File: src/rtl/apb_pkg.sv
// Shared definitions for the two-requester round-robin APB master:
// bus widths, slave-select bit, default timeout and FSM state encodings.
package apb_pkg;

   localparam int SLV_SEL_BIT = 8;
   localparam int APB_ADDR_W  = SLV_SEL_BIT + 1;
   localparam int APB_DATA_W  = 8;
   localparam int DEF_TIMEOUT = 16;

   typedef logic [1:0] state_t;

   localparam state_t ST_IDLE   = 2'd0;
   localparam state_t ST_SETUP  = 2'd1;
   localparam state_t ST_ACCESS = 2'd2;

endpackage

File: src/rtl/apb_rr_arb2.sv
// Two-way round-robin arbiter. The requester that was not granted last wins
// a tie; the pointer only moves when the owner accepts a grant.
module apb_rr_arb2 (
   input  logic       PCLK,
   input  logic       PRESET,
   input  logic [1:0] valid,
   input  logic       upd,
   output logic [1:0] grant
);

   logic last;

   // NOTE: every path assigns grant, so no latch is inferred.
   always_comb begin
      grant = 2'b00;
      case (valid)
         2'b01:   grant = 2'b01;
         2'b10:   grant = 2'b10;
         2'b11:   grant = last ? 2'b01 : 2'b10;
         default: grant = 2'b00;
      endcase
   end

   // Reset to 1 so requester 0 wins the first contention.
   always_ff @(posedge PCLK or posedge PRESET) begin
      if (PRESET)
         last <= 1'b1;
      else if (upd && (grant != 2'b00))
         last <= grant[1];
   end

endmodule

File: src/rtl/apb_rr_master.sv
// Two-requester APB master: round-robin grant, IDLE/SETUP/ACCESS sequencing,
// PADDR MSB slave decode and ACCESS-phase timeout with error completion.
module apb_rr_master
   import apb_pkg::*;
#(
   parameter int ADDR_W  = APB_ADDR_W,
   parameter int DATA_W  = APB_DATA_W,
   parameter int TIMEOUT = DEF_TIMEOUT
) (
   input  logic              PCLK,
   input  logic              PRESET,
   input  logic              req0_valid,
   input  logic              req0_write,
   input  logic [ADDR_W-1:0] req0_addr,
   input  logic [DATA_W-1:0] req0_wdata,
   output logic              req0_ready,
   output logic              req0_done,
   output logic [DATA_W-1:0] req0_rdata,
   output logic              req0_err,
   input  logic              req1_valid,
   input  logic              req1_write,
   input  logic [ADDR_W-1:0] req1_addr,
   input  logic [DATA_W-1:0] req1_wdata,
   output logic              req1_ready,
   output logic              req1_done,
   output logic [DATA_W-1:0] req1_rdata,
   output logic              req1_err,
   output logic              PSEL1,
   output logic              PSEL2,
   output logic              PENABLE,
   output logic              PWRITE,
   output logic [ADDR_W-1:0] PADDR,
   output logic [DATA_W-1:0] PWDATA,
   input  logic              PREADY1,
   input  logic              PREADY2,
   input  logic [DATA_W-1:0] PRDATA1,
   input  logic [DATA_W-1:0] PRDATA2
);

   state_t                 state;
   logic                   owner;
   logic [7:0]             cnt;
   logic [1:0]             grant;
   logic                   arb_en;
   logic                   sel_ready;
   logic [DATA_W-1:0]      sel_rdata;
   logic [1:0]             done_q;
   logic [1:0]             err_q;
   logic [1:0][DATA_W-1:0] rdata_q;
   logic                   g_write;
   logic [ADDR_W-1:0]      g_addr;
   logic [DATA_W-1:0]      g_wdata;

   assign arb_en = (state == ST_IDLE) && !PRESET;

   apb_rr_arb2 u_arb (
      .PCLK   (PCLK),
      .PRESET (PRESET),
      .valid  ({req1_valid, req0_valid}),
      .upd    (arb_en),
      .grant  (grant)
   );

   assign req0_ready = grant[0] && arb_en;
   assign req1_ready = grant[1] && arb_en;

   assign g_write = grant[1] ? req1_write : req0_write;
   assign g_addr  = grant[1] ? req1_addr  : req0_addr;
   assign g_wdata = grant[1] ? req1_wdata : req0_wdata;

   // Only the addressed slave's handshake is observed.
   assign sel_ready = PADDR[ADDR_W-1] ? PREADY2 : PREADY1;
   assign sel_rdata = PADDR[ADDR_W-1] ? PRDATA2 : PRDATA1;

   assign req0_done  = done_q[0];
   assign req1_done  = done_q[1];
   assign req0_err   = err_q[0];
   assign req1_err   = err_q[1];
   assign req0_rdata = rdata_q[0];
   assign req1_rdata = rdata_q[1];

   // NOTE: state registers use non-blocking assignments so every flop
   // samples pre-edge values regardless of statement order.
   always_ff @(posedge PCLK or posedge PRESET) begin
      if (PRESET) begin
         state   <= ST_IDLE;
         owner   <= 1'b0;
         cnt     <= '0;
         PSEL1   <= 1'b0;
         PSEL2   <= 1'b0;
         PENABLE <= 1'b0;
         PWRITE  <= 1'b0;
         PADDR   <= '0;
         PWDATA  <= '0;
         done_q  <= '0;
         err_q   <= '0;
         rdata_q <= '0;
      end else begin
         // Completion outputs are single-cycle pulses.
         done_q  <= '0;
         err_q   <= '0;
         rdata_q <= '0;
         case (state)
            ST_IDLE: begin
               if (grant != 2'b00) begin
                  owner  <= grant[1];
                  PWRITE <= g_write;
                  PADDR  <= g_addr;
                  PWDATA <= g_wdata;
                  PSEL1  <= !g_addr[ADDR_W-1];
                  PSEL2  <= g_addr[ADDR_W-1];
                  state  <= ST_SETUP;
               end
            end
            ST_SETUP: begin
               PENABLE <= 1'b1;
               cnt     <= '0;
               state   <= ST_ACCESS;
            end
            ST_ACCESS: begin
               if (sel_ready || (cnt == 8'(TIMEOUT - 1))) begin
                  done_q[owner]  <= 1'b1;
                  err_q[owner]   <= !sel_ready;
                  rdata_q[owner] <= (sel_ready && !PWRITE) ? sel_rdata : '0;
                  PSEL1          <= 1'b0;
                  PSEL2          <= 1'b0;
                  PENABLE        <= 1'b0;
                  state          <= ST_IDLE;
               end else begin
                  cnt <= cnt + 8'd1;
               end
            end
            default: state <= ST_IDLE;
         endcase
      end
   end

endmodule

File: config.mk
export PLATFORM = sky130hd
export DESIGN_NAME = apb_rr_master
export DESIGN_NICKNAME = d
export VERILOG_FILES = /design/src/rtl/apb_pkg.sv /design/src/rtl/apb_rr_arb2.sv /design/src/rtl/apb_rr_master.sv
export SDC_FILE = /design/constraint.sdc
export NUM_CORES = 1
export LEC_CHECK = 0
export BUFFER_PORTS_ARGS = -buffer_cell sky130_fd_sc_hd__buf_2
export CAP_MARGIN = 15
export CORE_ASPECT_RATIO = 1.25
export CORE_MARGIN = 5
export CORE_UTILIZATION = 51
export DETAILED_ROUTE_END_ITERATION = 10
export PLACE_DENSITY_LB_ADDON = 0.2
export SKIP_CTS_REPAIR_TIMING = 1
export SLEW_MARGIN = 25
export SYNTH_ARGS = -nofsm -noshare
export SYNTH_HDL_FRONTEND = slang
export SYNTH_SLANG_ARGS = --single-unit
File: constraint.sdc
create_clock -name PCLK -period 4.54 [get_ports PCLK]
set_input_delay 0.908 -clock PCLK [delete_from_list [all_inputs] [get_ports PCLK]]
set_output_delay 0.908 -clock PCLK [all_outputs]
set_load 0.02 [all_outputs]
== Yosys cells after proc, flatten, opt, wreduce, memory -nomap -nowiden ==
Index checks and enable logic that the tools add are counted.
Storage, ports and cells
  input port bits: 58
  register bits after elaboration: 53
  logic and storage cells: 77
Cells by class
  reduce and logical (&&, ||, !) cells: 20
  mux-type cells: 29
  order comparisons: 2
  $add $sub $neg: 1
  eq/ne operators: 9
  bitwise logic cells: 2
Operators by type and width (count)
  $mux W8: 5
  $mux W16: 2
  $and A16 B16 Y16: 1
  $pmux W8 S2: 1
  $mux W2: 7
  $pmux W2 S3: 2
  $mux W9: 1
  $add A8 B1 Y8 const B: 1
  $demux W8 S1: 1
  $eq A8 B4 Y1 const B: 1
  $reduce_and A2 Y1: 4
  $eq A2 B2 Y1 const B: 3
  $logic_and A1 B1 Y1: 6
  $mux W1: 6
  $pmux W1 S2: 3
  $reduce_bool A2 Y1: 3
  $eq A2 B1 Y1 const B: 2
  $logic_not A1 Y1: 4
  $ne A2 B2 Y1 const B: 2
  $reduce_and A3 Y1: 1
  $and A2 B2 Y2: 1
  $logic_not A2 Y1: 1
  $lt A1 B2 Y1 const B: 1
  $ne A2 B1 Y1 const B: 1
  3 further kinds: 3

== Longest topological paths before layout ==
Gate-level depths: netlist of run 1.
  word-level depth: 7
  mapped depth: 6

== Modules after synthesis ==
A second synthesis of run 1 with hierarchy kept.
Second synthesis, totals
  cell total of the unflattened synthesis: 208
  area, all modules: 2343.5 µm²
Modules (own cells, without submodules)
  apb_rr_master: times used 1, cells an instance 201, seq. area each 1301.2 µm², area an instance 2283.4 µm²
  apb_rr_arb2: times used 1, cells an instance 7, seq. area each 26.3 µm², area an instance 60.1 µm²

== Least setup slack after synthesis of run 1 ==
OpenSTA, ideal clock, no wires.
  kind: in2out
  from: in req1_valid
  to: out req1_ready
  path buffers: 1
  data required time: 3.632 ns
  stages: 3
  path slack: 1.808 ns
  arrival: 1.824 ns
  cell sequence: a21boi_0 buf_1 and2_1
On the way
  longest elaborated chain between the ends: 3
  elaborated cells between the ends (all ways): 5
Ends and longest elaborated chain
  start, declared: RTL line apb_rr_master.sv:20  | input logic req1_valid,
  $eq A2 B2 Y1 / $eq A2 B1 Y1 (equally long branches): RTL line apb_rr_arb2.sv:16  | case (valid)
  $pmux W2 S3 (*): RTL line apb_rr_arb2.sv:16
  $logic_and A1 B1 Y1 (*): RTL line apb_rr_master.sv:65  | assign req1_ready = grant[1] && arb_en;
  end, declared: RTL line apb_rr_master.sv:24  | output logic req1_ready,
Mark *: on every way between the ends. The rest lies on a longest branch, timed or not.

== Final worst setup path of run 1 ==
  from: in PRESET
  to: out req0_ready
On the way
  longest elaborated chain between the ends: 3
Ends and longest elaborated chain
  start, declared: RTL line apb_rr_master.sv:11  | input logic PRESET,
  $logic_not A1 Y1 (no line)
  $logic_and A1 B1 Y1: RTL line apb_rr_master.sv:54  | assign arb_en = (state == ST_IDLE) && !PRESET;
  $logic_and A1 B1 Y1: RTL line apb_rr_master.sv:64  | assign req0_ready = grant[0] && arb_en;
  end, declared: RTL line apb_rr_master.sv:16  | output logic req0_ready,
No other way between the ends.

==> metrics, run 1 <==
global route total overflow 0; Pwr per Cell Area 555 nW/um^2; Warnings, synthesis 0; number of flops mapped to enable cells by yosys 0; internal power 1.01 mW; Post-synth ARST share 1.00; Max FO, Critical Path 4; r2r setup slk 2500 ps; hold depth 2; Yosys top cell by area dfrtp_1; sw power 646 uW; die height 85.5 um; main combinational cell family by area after synthesis simple AND/OR/NAND/NOR gates; XOR/XNOR Fraction of Synth Area 0.00377; fill cell count 380; register area share after synthesis 0.571; antenna violations before repair 0; R2R cell count 4; num rows 27; Post-synth top flop dfrtp_1; adder-cell share of the synthesized area 0.00539; CTS Buf Count 5; post-synthesis net count 274; RR Startpoint PADDR[8]$_DFFE_PP0P_; GR Util All Layers 0.168; initial DRC count 75; flops & latches, synth 53; max cap viols 0; Place WS 1930 ps; fin. max-slew vios 0; DRT antenna net count 0; simple-gate share of the synthesized area 0.173; CTS max path bufs 2; Tcrit/Tclk final 0.578; TritonRoute pass-1 iters 4; Leakage 1.61 nW; Core Box Area 4430 um^2; RSZ-0062 raised after global routing false; I/O pins 101; Syn Inst Count 215; Critical Path End Type primary output; Net Sw Frac 0.390; final setup vio count 0; combinational share of power 0.376; Unique masters post-synth 36; CP Launch Type primary input; drt drc 0; status finished clean; register area 1330 um^2; Worst VDD drop 0.338 mV; hold path startpoint PWDATA[4]$_DFFE_PP0P_; area of the mapped netlist 2320 um^2; Setup Crit Path Kind in -> out; normalized max-slew margin 0.537; WP data required 3630 ps; sequential share of power 0.427; die width 70.4 um; Skew-Pair Late Insertion Delay 300 ps; skew final 3.07 ps; Highest Clock Rate 381 MHz; CTS tree yes; Initial Util 0.525; R2R Path End cnt[5]$_DFFE_PP0P_; worst slew pin tran 695 ps; largest cells by area after synthesis dfrtp_1, mux2i_1, nand2_1, o21ai_0, nand3_1; layout cells sized above 1 0.373; Clock Sinks 53; Setup TNS 0 ps; Synth top area share 0.560; area of the multi-input gates 923 um^2; Syn Area/Cell 10.8 um^2; WL final 4.89 mm; crit path time final 2630 ps; GPL Wtd Cong 0.783; Diodes inserted 0; WHS Endpoint PWDATA[4]$_DFFE_PP0P_; htree depth 2; Port Buffer Count 100; Wirelength per Cell 13.1 um; Die Area 6010 um^2; crit path DAT 1720 ps; Reg clk slew, reported paths 90 ps; first-pass GRT wire length 8.25 mm; detailed-route via count 1874; share of total power in the clock network 0.197; Final Hold Viols 0; DR vias/cell 5.04; Post-layout nets 372; post-synthesis compound-gate area fraction 0.0851; mux cell area share after synthesis 0.127; worst hold path class reg -> reg; vias in the first global route 1911; P&R area growth vs syn 28.4%; post-route setup slack 1910 ps; Final HPWL DP 3.75 mm; largest net degree at the start of global routing 54; Clock Root Buffer clkbuf_8
[kinds of logic (layout without fill, tap and decap cells)]
| group | Yosys count | after routing |
|---|---|---|
| simple gates | 79 | 79 |
| flops | 53 | 53 |
| compound gates | 35 | 35 |
| mux | 29 | 29 |
| buf+inv | 17 | 116 |
| fa+ha+maj | 1 | 1 |
| xor+xnor | 1 | 1 |
[synth_stat cells, types with 2 or more instances]
| cell type | count |
|---|---|
| dfrtp_1 | 52 |
| nand2_1 | 31 |
| mux2i_1 | 28 |
| o21ai_0 | 22 |
| nand3_1 | 13 |
| nor3_1 | 9 |
| nor3b_1 | 8 |
| clkbuf_1 | 6 |
| inv_1 | 6 |
| a21oi_1 | 4 |
| nor2_1 | 4 |
| nand2b_1 | 3 |
| a21o_1 | 2 |
| buf_1 | 2 |
| buf_6 | 2 |
| nand4_1 | 2 |
| or3_1 | 2 |
[area by class of cell]
| class | count | area share |
|---|---|---|
| Sequential cell | 53 | 0.445 |
| Multi-Input combinational cell | 145 | 0.309 |
| Timing Repair Buffer | 102 | 0.173 |
| Clock buffer | 6 | 0.0277 |
| Tap cell | 58 | 0.0243 |
| Clock inverter | 2 | 0.0126 |
| Inverter | 6 | 0.00839 |
[stage by stage]
step                utilization  instances  hold slack [ps]  power, mW  instance area [um^2]
floorplan                     -        215              474       1.15                  2320
global placement          0.647        364              459       1.34                  2860
detailed placement        0.647        364              469       1.35                  2860
CTS                       0.674        372              490       1.68                  2980
global route              0.674        372              518       1.78                  2980
finish                    0.674        372              487       1.66                  2980
[worst max-delay path, stage by stage]
cell	delay [ps]
buf_2	120
nor3_1	310
nand2_1	90
a21oi_1	110
buf_2	170
[layer usage]
layer | GRT usage | wire (um)
met1 | 0.181 | 1900
met2 | 0.319 | 2560
met3 | 0.0498 | 379
met4 | 0.0418 | 48
met5 | 0 | 0
[worst max-delay path by stage]
stage | from | cells after the start | to | slack, ps
after floorplan | req1_valid | 3 | req1_ready | 1810
after global placement | PRESET | 5 | req0_ready | 1970
after detailed placement | PRESET | 5 | req0_ready | 1930
after CTS | PRESET | 5 | req0_ready | 1920
after global routing | PRESET | 5 | req0_ready | 1830
final | PRESET | 5 | req0_ready | 1910
[power by group through the flow]
stage | clock network (mW) | registers (mW) | logic (mW)
finish | 0.327 | 0.706 | 0.623
global route | 0.356 | 0.726 | 0.694
CTS | 0.335 | 0.708 | 0.634
detailed placement | 0 | 0.715 | 0.636
global placement | 0 | 0.714 | 0.621
floorplan | 0 | 0.813 | 0.336
[cells in the final DEF, fill, tap and decap left out, types with 3 or more instances in the layout]
cell / instances
nand3_1: 13
dfrtp_1: 52
inv_1: 5
nor3b_1: 8
mux2i_1: 28
nand2_1: 31
o21ai_0: 21
nor3_1: 9
nand2b_1: 3
a21oi_1: 4
clkbuf_8: 6
nor2_1: 4
buf_2: 100
[sequential cells by signal (all words and copies together) (netlist names)]
signal and count:
PSEL1 1, PSEL2 1, owner 1, PADDR 9, state 2, done_q 2
PENABLE 1, u_arb.last 1, PWRITE 1, PWDATA 8, req0_rdata 8, req1_rdata 8
err_q 2, cnt 8
Power figures use the tool's default switching activity.
==> run 2: changes to the inputs <==
CORE_UTILIZATION = 42   (was 51)
clock period = 2.1 ns   (was 4.54 ns; I/O delays follow)
==> run 2 against run 1 <==
  * Hold slack got worse by 380 ps
  * Sequential share of layout area decreased by 0.50 points
  * Wire length increased by 4.1%
  * Global-route usage decreased by 2.2 points
  * Utilization decreased by 12 points
  * Power increased by 110%
  * Critical endpoint unchanged
  * Largest cell class unchanged
  * Largest power group unchanged
==> metrics, run 2 (synthesis results as in run 1) <==
Stages on worst setup path 4; Slowest cell on crit path dfrtp_1; Max FO, Critical Path 8; post-route cell area 3020 um^2; Net Sw Frac 0.406; Pwr per Cell Area 1160 nW/um^2; worst hold path class in -> async; max FFs per register 9; Worst VDD drop 0.559 mV; Leakage 1.64 nW; Placed Instances 376; normalized max-slew margin 0.619; global route total overflow 0; status finished clean; Clock Sinks 53; num rows 30; most frequent cells in the layout buf_2, dfrtp_1, nand2_1, mux2i_1, o21ai_0; internal power 2.09 mW; drt drc 0; critical path cell sequence nor3_2, nand2_1, a21oi_1, buf_2; Skew-Pair Late Insertion Delay 300 ps; Setup Crit Path Kind reg -> out; Critical Path End Type primary output; CTS tree yes; CP Launch Type flop; final non-filler cell total 384; Setup TNS 0 ps; crit path DAT 1450 ps; final setup vio count 0; Clock Root Buffer clkbuf_8; worst slew pin tran 571 ps; I/O pins 101; first-pass GRT wire length 8.60 mm; WP data required 1680 ps; Highest Clock Rate 534 MHz; GPL Wtd Cong 0.782; r2r setup slk 280 ps; vias in the first global route 1866; Initial Util 0.430; CTS Buf Count 5; CP Buf/Inv Count 1; TritonRoute pass-1 iters 4; GR Util All Layers 0.146; Die Area 7130 um^2; fin. max-slew vios 0; layout cells sized above 1 0.384; Diodes inserted 0; critical path's largest stage delay 480 ps; R2R cell count 4; Tcrit/Tclk final 0.892; share of total power in the clock network 0.160; sw power 1.42 mW; Final Hold Viols 0; leading cell type in the layout, fill and taps excluded buf_2; die width 76.5 um; combinational share of power 0.415; crit path time final 1870 ps; area post-placement 2930 um^2; DRT antenna net count 0; Largest Register PADDR; largest net degree at the start of global routing 23; Top delay family on crit path flip-flops; htree depth 2; sequential share of power 0.424; Final HPWL DP 4.00 mm; CTS max path bufs 2; antenna violations before repair 0; P&R area growth vs syn 29.9%; RSZ-0062 raised after global routing false; max cap viols 0; Port Buffer Count 100; Post-layout nets 378; initial DRC count 86; Pwr Total 3.51 mW; DR vias/cell 4.94; skew final 7.48 ps; WL final 5.09 mm; Wirelength per Cell 13.2 um; Reg clk slew, reported paths 90 ps; detailed-route via count 1897; die height 93.2 um; Core Util, Final 0.558; Core Box Area 5410 um^2
-- run 2: changes by cell type in the layout (fill, tap and decap cells not counted), sizes merged --
| cell | delta |
|---|---|
| buf | +6 |
| bufinv | -1 |
| clkinv | +1 |
| inv | +1 |
| clkinvlp | -1 |
-- run 2: worst paths after layout --
path / start / end
setup reg to reg: cnt[4]$_DFFE_PP0P_ / req0_rdata[4]$_DFF_PP0_
setup / recovery: state[0]$_DFFE_PP0P_ / req0_ready
max in group asynchronous: PRESET / req0_rdata[4]$_DFF_PP0_
hold / removal: PRESET / PADDR[3]$_DFFE_PP0P_
hold reg to reg: PWDATA[3]$_DFFE_PP0P_ / PWDATA[3]$_DFFE_PP0P_
min in group PCLK: req0_valid / u_arb.last$_DFFE_PP1P_
-- run 2: final cells by class --
cell class                      count  area [um^2]
Timing Repair Buffer              108          573
Inverter                            6         22.5
Tap cell                           64         80.1
Multi-Input combinational cell    145          928
Clock inverter                      2         13.8
Sequential cell                    53         1330
Clock buffer                        6         72.6
Fill cell                         502         2390
-- run 2: per-layer routing --
layer,vias up,part of all wire,track usage
met4,0,0.012,0.0452
met2,61,0.51,0.251
met1,875,0.40,0.176
met3,6,0.074,0.0453
met5,-,0,0
li1,955,-,-
-- run 2: power groups by stage --
stage | combinational, mW | clock, mW | sequential, mW
global route | 1.62 | 0.623 | 1.54
finish | 1.46 | 0.563 | 1.49
floorplan | 0.726 | 0 | 1.76
global placement | 1.46 | 0 | 1.50
detailed placement | 1.49 | 0 | 1.50
CTS | 1.49 | 0.585 | 1.49
-- run 2: per-stage QoR --
step / hold slack, ps / setup slack (ps)
2_1_floorplan: 474 / 286
4_1_cts: 107 / 115
6_report: 102 / 227
3_3_place_gp: 433 / 339
3_5_place_dp: 444 / 274
5_1_grt: 150 / 39.7
==> run 3: changes to the inputs <==
CORE_ASPECT_RATIO = 0.75   (was 1.25)
==> run 3 against run 2 <==
  * Critical path depth unchanged
  * Largest power group unchanged
  * Power increased by 5.9%
  * Combinational power about the same
  * Via count increased by 0.95%
  * Sequential share of layout area decreased by 1.0 points
  * Cell count increased by 3.1%
  * Non-clock buffer count increased by 1
  * Clock power increased by 33%
==> metrics, run 3 (synthesis results as in run 1) <==
status finished clean; fin. max-slew vios 0; Final HPWL DP 4.11 mm; DRT antenna net count 0; final non-filler cell total 396; leading cell type in the layout, fill and taps excluded buf_2; GR Util All Layers 0.159; worst slew pin tran 573 ps; Die Area 7140 um^2; num rows 23; Diodes inserted 0; Critical Path End Type primary output; antenna violations before repair 0; Net Sw Frac 0.392; RR Startpoint cnt[0]$_DFFE_PP0P_; layout cells sized above 1 0.389; die height 74.4 um; Leakage 1.67 nW; Critical Path End req0_ready; fill cell count 494; CTS Buf Count 5; Wirelength per Cell 13.4 um; max FFs per register 9; first-pass GRT wire length 8.71 mm; Core Util, Final 0.577; Clock Root Buffer clkbuf_8; r2r setup slk 270 ps; global route total overflow 0; Final Hold Viols 0; internal power 2.26 mW; WL final 5.32 mm; Post-layout nets 379; DR vias/cell 4.84; normalized max-slew margin 0.618; GPL Wtd Cong 0.865; TritonRoute pass-1 iters 4; most frequent cells in the layout buf_2, dfrtp_1, nand2_1, mux2i_1, o21ai_0; worst hold path class in -> async; R2R Path End req0_rdata[6]$_DFF_PP0_; Tcrit/Tclk final 0.892; Pwr per Cell Area 1200 nW/um^2; Worst VDD drop 0.645 mV; initial DRC count 52; Setup Crit Path Kind reg -> out; Initial Util 0.434; detailed-route via count 1915; vias in the first global route 1872; largest net degree at the start of global routing 26; skew final 16.5 ps; Clock Sinks 53; worst hold slack 109 ps; Skew-Pair Late Insertion Delay 310 ps; sw power 1.46 mW; R2R cell count 5; Setup crit start state[0]$_DFFE_PP0P_; CTS tree yes; Largest Register PADDR; Setup TNS 0 ps; crit path time final 1870 ps; Max FO, Critical Path 8; WP data required 1680 ps; Core Box Area 5350 um^2; CTS max path bufs 2; Highest Clock Rate 534 MHz; share of total power in the clock network 0.201; I/O pins 101; RSZ-0062 raised after global routing false; final setup vio count 0; P&R area growth vs syn 33.0%; combinational share of power 0.398; drt drc 0; CP Launch Type flop; max cap viols 0; die width 95.9 um; Reg clk slew, reported paths 110 ps; sequential share of power 0.401; Placed Instances 388; Port Buffer Count 100; crit path DAT 1450 ps; htree depth 2
[run 3: final cells by class]
type                    instances  area, um^2  area share
clock inverters                 2        41.3      0.0134
inverters                       6        22.5     0.00729
repair buffers                109         593       0.192
clock buffers                   6        82.6      0.0267
flip-flops and latches         53        1330       0.430
multi-input cells             145         928       0.301
well taps                      75        93.8      0.0304
[run 3: how the worst min path moves through the flow]
stage	from	endpoint	slack, ps	depth (start not counted)
final	PRESET	req0_rdata[4]$_DFF_PP0_	110	2
after global routing	PRESET	PWDATA[0]$_DFFE_PP0P_	140	2
after CTS	PRESET	req0_rdata[4]$_DFF_PP0_	110	2
after global placement	PRESET	PADDR[4]$_DFFE_PP0P_	460	2
after floorplan	owner$_DFFE_PP0P_	err_q[0]$_DFF_PP0_	470	1
after detailed placement	PRESET	PADDR[4]$_DFFE_PP0P_	460	2
[run 3: layer usage]
metal	wire length, um	vias up	part of all wire	GRT usage
met5	0	-	0	0
met4	65	0	0.012	0.0473
met3	431	10	0.081	0.0536
met2	2480	62	0.47	0.250
met1	2340	884	0.44	0.209
li1	-	959	-	-
[run 3: critical path, stage by stage, from the launching register on]
cell and delay [ps]:
dfrtp_1 480, nor3_2 290, nand2_1 80, a21oi_1 120, buf_2 180
[run 3: power by group through the flow]
stage,clock [mW],sequential [mW],combinational (mW)
3_3_place_gp,0,1.50,1.48
5_1_grt,0.801,1.53,1.64
6_report,0.747,1.49,1.48
3_5_place_dp,0,1.50,1.51
2_1_floorplan,0,1.76,0.726
4_1_cts,0.769,1.49,1.51
[run 3: metrics by stage]
step	setup slack, ps	power (mW)	cell area, um^2
2_1_floorplan	286	2.48	2320
3_3_place_gp	327	2.99	2960
3_5_place_dp	267	3.01	2960
4_1_cts	108	3.77	3080
5_1_grt	47.0	3.97	3090
6_report	228	3.72	3090
